--- src/rtl/instr_fetch_pkg.sv ---
// Shared definitions for the instruction fetch stage.
// Holds the default widths, the FSM state encodings and the watchdog width helper.
package instr_fetch_pkg;

    localparam int unsigned IF_ADDR_W  = 15;
    localparam int unsigned IF_DATA_W  = 16;
    localparam int unsigned IF_TIMEOUT = 15;

    typedef enum logic [1:0] {
        StIdle = 2'd0,
        StWait = 2'd1,
        StHold = 2'd2
    } fetch_state_e;

    // Counter must hold TIMEOUT itself; a zero timeout still needs one bit.
    function automatic int unsigned cnt_width(input int unsigned timeout);
        return (timeout == 0) ? 1 : $clog2(timeout + 1);
    endfunction

endpackage

--- src/rtl/instr_fetch_wdog.sv ---
// Watchdog for the fetch stage: loadable saturating counter with clear and enable.
// expire flags that the next enabled tick would reach TIMEOUT.
module fetch_wdog
    import instr_fetch_pkg::*;
#(
    parameter int unsigned TIMEOUT = IF_TIMEOUT
) (
    input  logic                             clk,
    input  logic                             rst_n,
    input  logic                             clr,
    input  logic                             load,
    input  logic [cnt_width(TIMEOUT)-1:0]    load_val,
    input  logic                             en,
    output logic                             expire
);

    localparam int unsigned CntW = cnt_width(TIMEOUT);
    localparam logic [CntW-1:0] Limit    = CntW'(TIMEOUT);
    localparam logic [CntW-1:0] LastTick = CntW'(TIMEOUT - 1);

    logic [CntW-1:0] cnt_q, cnt_d;

    always_comb begin
        cnt_d = cnt_q;
        if (clr) begin
            cnt_d = '0;
        end else if (load) begin
            cnt_d = load_val;
        end else if (en && (cnt_q != Limit)) begin
            cnt_d = cnt_q + 1'b1;
        end
    end

    always_ff @(posedge clk or negedge rst_n) begin
        if (!rst_n) begin
            cnt_q <= '0;
        end else begin
            cnt_q <= cnt_d;
        end
    end

    assign expire = (TIMEOUT != 0) && (cnt_q == LastTick);

endmodule

--- src/rtl/instr_fetch.sv ---
// Instruction fetch stage: samples the PC, runs a req/ack memory read, holds the word
// in the instruction register for decode and pulses pc_inc once per completed fetch.
module instr_fetch
    import instr_fetch_pkg::*;
#(
    parameter int unsigned ADDR_W  = IF_ADDR_W,
    parameter int unsigned DATA_W  = IF_DATA_W,
    parameter int unsigned TIMEOUT = IF_TIMEOUT
) (
    input  logic              clk,
    input  logic              rst_n,
    input  logic              fetch_en,
    input  logic              flush,
    input  logic [ADDR_W-1:0] pc_addr,
    output logic              pc_inc,
    output logic              mem_req,
    output logic [ADDR_W-1:0] mem_addr,
    input  logic [DATA_W-1:0] mem_rdata,
    input  logic              mem_ack,
    output logic [DATA_W-1:0] ir_out,
    output logic              ir_valid,
    input  logic              dec_ready,
    output logic              fetch_err
);

    fetch_state_e      state_q, state_d;
    logic              mem_req_q, mem_req_d;
    logic [ADDR_W-1:0] mem_addr_q, mem_addr_d;
    logic [DATA_W-1:0] ir_q, ir_d;
    logic              ir_valid_q, ir_valid_d;
    logic              pc_inc_q, pc_inc_d;
    logic              fetch_err_q, fetch_err_d;

    logic wd_clr, wd_load, wd_en, wd_expire;

    fetch_wdog #(
        .TIMEOUT (TIMEOUT)
    ) u_wdog (
        .clk      (clk),
        .rst_n    (rst_n),
        .clr      (wd_clr),
        .load     (wd_load),
        .load_val ('0),
        .en       (wd_en),
        .expire   (wd_expire)
    );

    always_comb begin
        state_d     = state_q;
        mem_req_d   = mem_req_q;
        mem_addr_d  = mem_addr_q;
        ir_d        = ir_q;
        ir_valid_d  = ir_valid_q;
        pc_inc_d    = 1'b0;
        fetch_err_d = 1'b0;
        wd_clr      = 1'b0;
        wd_load     = 1'b0;
        wd_en       = 1'b0;

        if (flush) begin
            // Flush overrides everything, including an ack landing this cycle.
            ir_valid_d = 1'b0;
            mem_req_d  = 1'b0;
            wd_clr     = 1'b1;
            state_d    = StIdle;
        end else begin
            unique case (state_q)
                StIdle: begin
                    if (fetch_en) begin
                        mem_addr_d = pc_addr;
                        mem_req_d  = 1'b1;
                        wd_load    = 1'b1;
                        state_d    = StWait;
                    end
                end
                StWait: begin
                    if (mem_ack) begin
                        ir_d       = mem_rdata;
                        ir_valid_d = 1'b1;
                        mem_req_d  = 1'b0;
                        pc_inc_d   = 1'b1;
                        wd_clr     = 1'b1;
                        state_d    = StHold;
                    end else if (wd_expire) begin
                        mem_req_d   = 1'b0;
                        fetch_err_d = 1'b1;
                        wd_clr      = 1'b1;
                        state_d     = StIdle;
                    end else begin
                        wd_en = 1'b1;
                    end
                end
                StHold: begin
                    if (dec_ready) begin
                        ir_valid_d = 1'b0;
                        // Back-to-back issue; pc_addr has already advanced by now.
                        if (fetch_en) begin
                            mem_addr_d = pc_addr;
                            mem_req_d  = 1'b1;
                            wd_load    = 1'b1;
                            state_d    = StWait;
                        end else begin
                            state_d = StIdle;
                        end
                    end
                end
                default: begin
                    mem_req_d  = 1'b0;
                    ir_valid_d = 1'b0;
                    wd_clr     = 1'b1;
                    state_d    = StIdle;
                end
            endcase
        end
    end

    always_ff @(posedge clk or negedge rst_n) begin
        if (!rst_n) begin
            state_q     <= StIdle;
            mem_req_q   <= 1'b0;
            mem_addr_q  <= '0;
            ir_q        <= '0;
            ir_valid_q  <= 1'b0;
            pc_inc_q    <= 1'b0;
            fetch_err_q <= 1'b0;
        end else begin
            state_q     <= state_d;
            mem_req_q   <= mem_req_d;
            mem_addr_q  <= mem_addr_d;
            ir_q        <= ir_d;
            ir_valid_q  <= ir_valid_d;
            pc_inc_q    <= pc_inc_d;
            fetch_err_q <= fetch_err_d;
        end
    end

    assign mem_req   = mem_req_q;
    assign mem_addr  = mem_addr_q;
    assign ir_out    = ir_q;
    assign ir_valid  = ir_valid_q;
    assign pc_inc    = pc_inc_q;
    assign fetch_err = fetch_err_q;

endmodule

--- config.mk ---
export PLATFORM = sky130hd
export DESIGN_NAME = instr_fetch
export DESIGN_NICKNAME = d
export VERILOG_FILES = /design/src/rtl/instr_fetch_pkg.sv /design/src/rtl/instr_fetch_wdog.sv /design/src/rtl/instr_fetch.sv
export SDC_FILE = /design/constraint.sdc
export NUM_CORES = 1
export LEC_CHECK = 0
export ABC_AREA = 1
export BUFFER_PORTS_ARGS = -buffer_cell sky130_fd_sc_hd__buf_2
export CELL_PAD_IN_SITES_DETAIL_PLACEMENT = 0
export CELL_PAD_IN_SITES_GLOBAL_PLACEMENT = 1
export CORE_MARGIN = 1
export CORE_UTILIZATION = 34
export DETAILED_ROUTE_END_ITERATION = 10
export GPL_ROUTABILITY_DRIVEN = 0
export GPL_TIMING_DRIVEN = 0
export PLACE_DENSITY = 0.87
export REMOVE_ABC_BUFFERS = 1
export SLEW_MARGIN = 10
export SYNTH_ARGS = -nofsm -noshare
export SYNTH_HDL_FRONTEND = slang
export SYNTH_SLANG_ARGS = --single-unit
--- constraint.sdc ---
create_clock -name clk -period 1.65 [get_ports clk]
set_input_delay 0 -clock clk [delete_from_list [all_inputs] [get_ports clk]]
set_output_delay 0 -clock clk [all_outputs]
set_load 0.01 [all_outputs]
==> impl_results.md <==
- Status: complete, no violations
- Die area: 5530 um^2
- Most common library cell in the layout ignoring fill and taps: nand2_1
- Routed Antenna Nets: 0
- Largest net degree at the start of global routing: 42
- Setup Fix Bufs, Post-CTS: 0
- LEAKAGE: 1.50 nW
- Max cap viols: 0
- Filler cells: 479
- Syn avg cell area: 8.73 um^2
- Crit Path Max Fanout: 17
- DR vias: 1590
- Clock Latency Late Sink: 280 ps
- Total CTS buffers: 5
- EDFF count, synth: 0
- Place WS: 176 ps
- Synthesized flop and latch total: 41
- Ports: 72
- Final min period: 1370 ps
- PD cells: 1050 nW/um^2
- Post-Syn Area: 1780 um^2
- Vias per cell: 4.22
- First-pass GRT wire length: 7200 um
- Hold Path Class: in -> reg
- CORE AREA: 4880 um^2
- Critical path data required time: 1820 ps
- Slew Viols, Final: 0
- Detailed Routing Iterations Pass 1: 4
- Highest ir drop seen on vdd: 536 uV
- Critical Path AT: 1550 ps
- Ys Warns: 0
- Post-Synthesis Cells: 204
- Share of layout cells above drive strength 1: 0.297
- RSZ-0062 raised after global routing: no
- Post-synth ARST share: 1.00
- CTS tree: yes
- Nets: 348
- # DRC: 0
- Detailed placement HPWL: 2560 um
- Seq/Total Area, Yosys: 0.576
- Commonest register cell after synthesis: dfrtp_1
- Slew at the pin with the worst max-slew slack: 906 ps
- Max_slew headroom: 0.396
- Synth cell types: 20
- Most frequent cells in the layout: 113 x nand2_1, 71 x buf_2, 41 x dfrtp_1
- Number of clock sinks: 41
- Minimum hold slack: 39.2 ps
- DRT iter0 DRCs: 78
- Routed WL: 4090 um
- Starting Density: 0.365
- Inserted Diodes: 0
- Vias in the first global route: 1620
- WL per Instance: 10.8 um
- Antenna violations before repair: 0
- Die Span X: 74.4 um
- Worst-path clk slew: 80 ps
- Setup TNS: 0 ps
- CP Capture Type: flip-flop
- Area Growth Syn to Fin: 47.5%
- GR Overflow Total: 0
- Final Cycle Share: 0.833
- Final hold vios: 0
- Clock Skews: 3.82 ps
- Final setup viols: 0
- Root Buffer Master: clkbuf_8
- All-Layer GR Usage: 0.172
- Clock buffer depth: 2
- Die Span Y: 74.4 um
- FP Rows: 25
- H-tree levels: 2
- Final WS setup: 275 ps
- Critical path class: reg -> reg
- Port Buffers: 71
- Startpoint types: flip-flop
- Peak Freq: 727 MHz
==> worst paths after layout <==
| check | from | end | slack [ps] | cells after the start |
|---|---|---|---|---|
| max | state_q[0]$_DFFE_PN0P_ | u_wdog.cnt_q[3]$_DFFE_PN0P_ | 280 | 6 |
| min | dec_ready | state_q[1]$_DFFE_PN0P_ | 40 | 4 |
| max reg2reg | state_q[0]$_DFFE_PN0P_ | u_wdog.cnt_q[3]$_DFFE_PN0P_ | 280 | 6 |
| min reg2reg | mem_addr[7]$_DFFE_PN0P_ | mem_addr[7]$_DFFE_PN0P_ | 480 | 2 |
| max in group asynchronous | rst_n | u_wdog.cnt_q[3]$_DFFE_PN0P_ | 710 | 2 |
| min in group asynchronous | rst_n | ir_out[6]$_DFFE_PN0P_ | 380 | 2 |
==> area by class of cell <==
class                      instances  area (um^2)  area share
sequential                        41         1030       0.391
multi-input combinational        146          679       0.259
timing repair buffer             103          676       0.257
clock buffer                       7         86.3      0.0329
tap                               67         83.8      0.0319
inverter                          12         45.0      0.0172
clock inverter                     1         30.0      0.0114
==> power breakdown <==
group          switching [mW]  total (mW)  leakage, nW  internal, mW
Sequential              0.104        1.29        0.524          1.19
Clock                   0.329       0.823       0.0585         0.493
Combinational           0.344       0.642        0.915         0.298
==> sequential cells by signal, indices dropped and copies added (netlist names) <==
signal and flops:
fetch_err 1, ir_valid 1, mem_req 1, u_wdog.cnt_q 4
ir_out 16, mem_addr 15, pc_inc 1, state_q 2
==> synthesized netlist by cell type, types with 2 or more instances <==
cell type,number,share of area
dfrtp_1,41,0.58
nand2_2,3,0.011
nand2_1,113,0.24
ha_1,2,0.014
nand3_2,2,0.011
nand4_1,5,0.018
nand3_4,2,0.020
nor2_1,6,0.013
inv_1,9,0.019
buf_2,3,0.0084
nor2_2,2,0.0070
nand3_1,5,0.014
inv_2,3,0.0063
buf_6,2,0.013
==> what timing repair did <==
action / in CTS / in global routing
hold buffers: 32 / 0
hold endpoints to repair: 72 / 0
setup endpoints to repair: 0 / 1
gates resized for setup: 0 / 1
==> worst max-delay path: stages (launching register included) <==
cell     delay (ps)
dfrtp_1         450
nor2_2          220
inv_2           120
nor2_8          260
nor2_1           80
nand3_1          90
nand2_1          50
==> per-stage QoR <==
stage                     power, mW   util  cell area [um^2]  cells
after global routing           2.94  0.538              2630    377
after detailed placement       1.89  0.447              2180    337
after floorplan                1.60      -              1740    199
after CTS                      2.79  0.537              2620    377
final                          2.76  0.538              2630    377
after global placement         1.89  0.447              2180    337
==> kinds of logic after synthesis <==
family,Yosys count,synth area share
buffers and inverters,17,0.0464
AND/OR/NAND/NOR,140,0.349
flip-flops,41,0.576
adder cells (fa/ha/maj),2,0.0141
XOR/XNOR,1,0.00492
AO/OA/AOI/OAI,3,0.00983
==> per-layer routing <==
metal	vias up	wire, um	track usage
met5	-	0	0
met4	0	57	0.0587
met3	7	165	0.0420
met2	46	1960	0.287
met1	701	1900	0.220
li1	836	-	-
(Power assumes the default switching activity.)
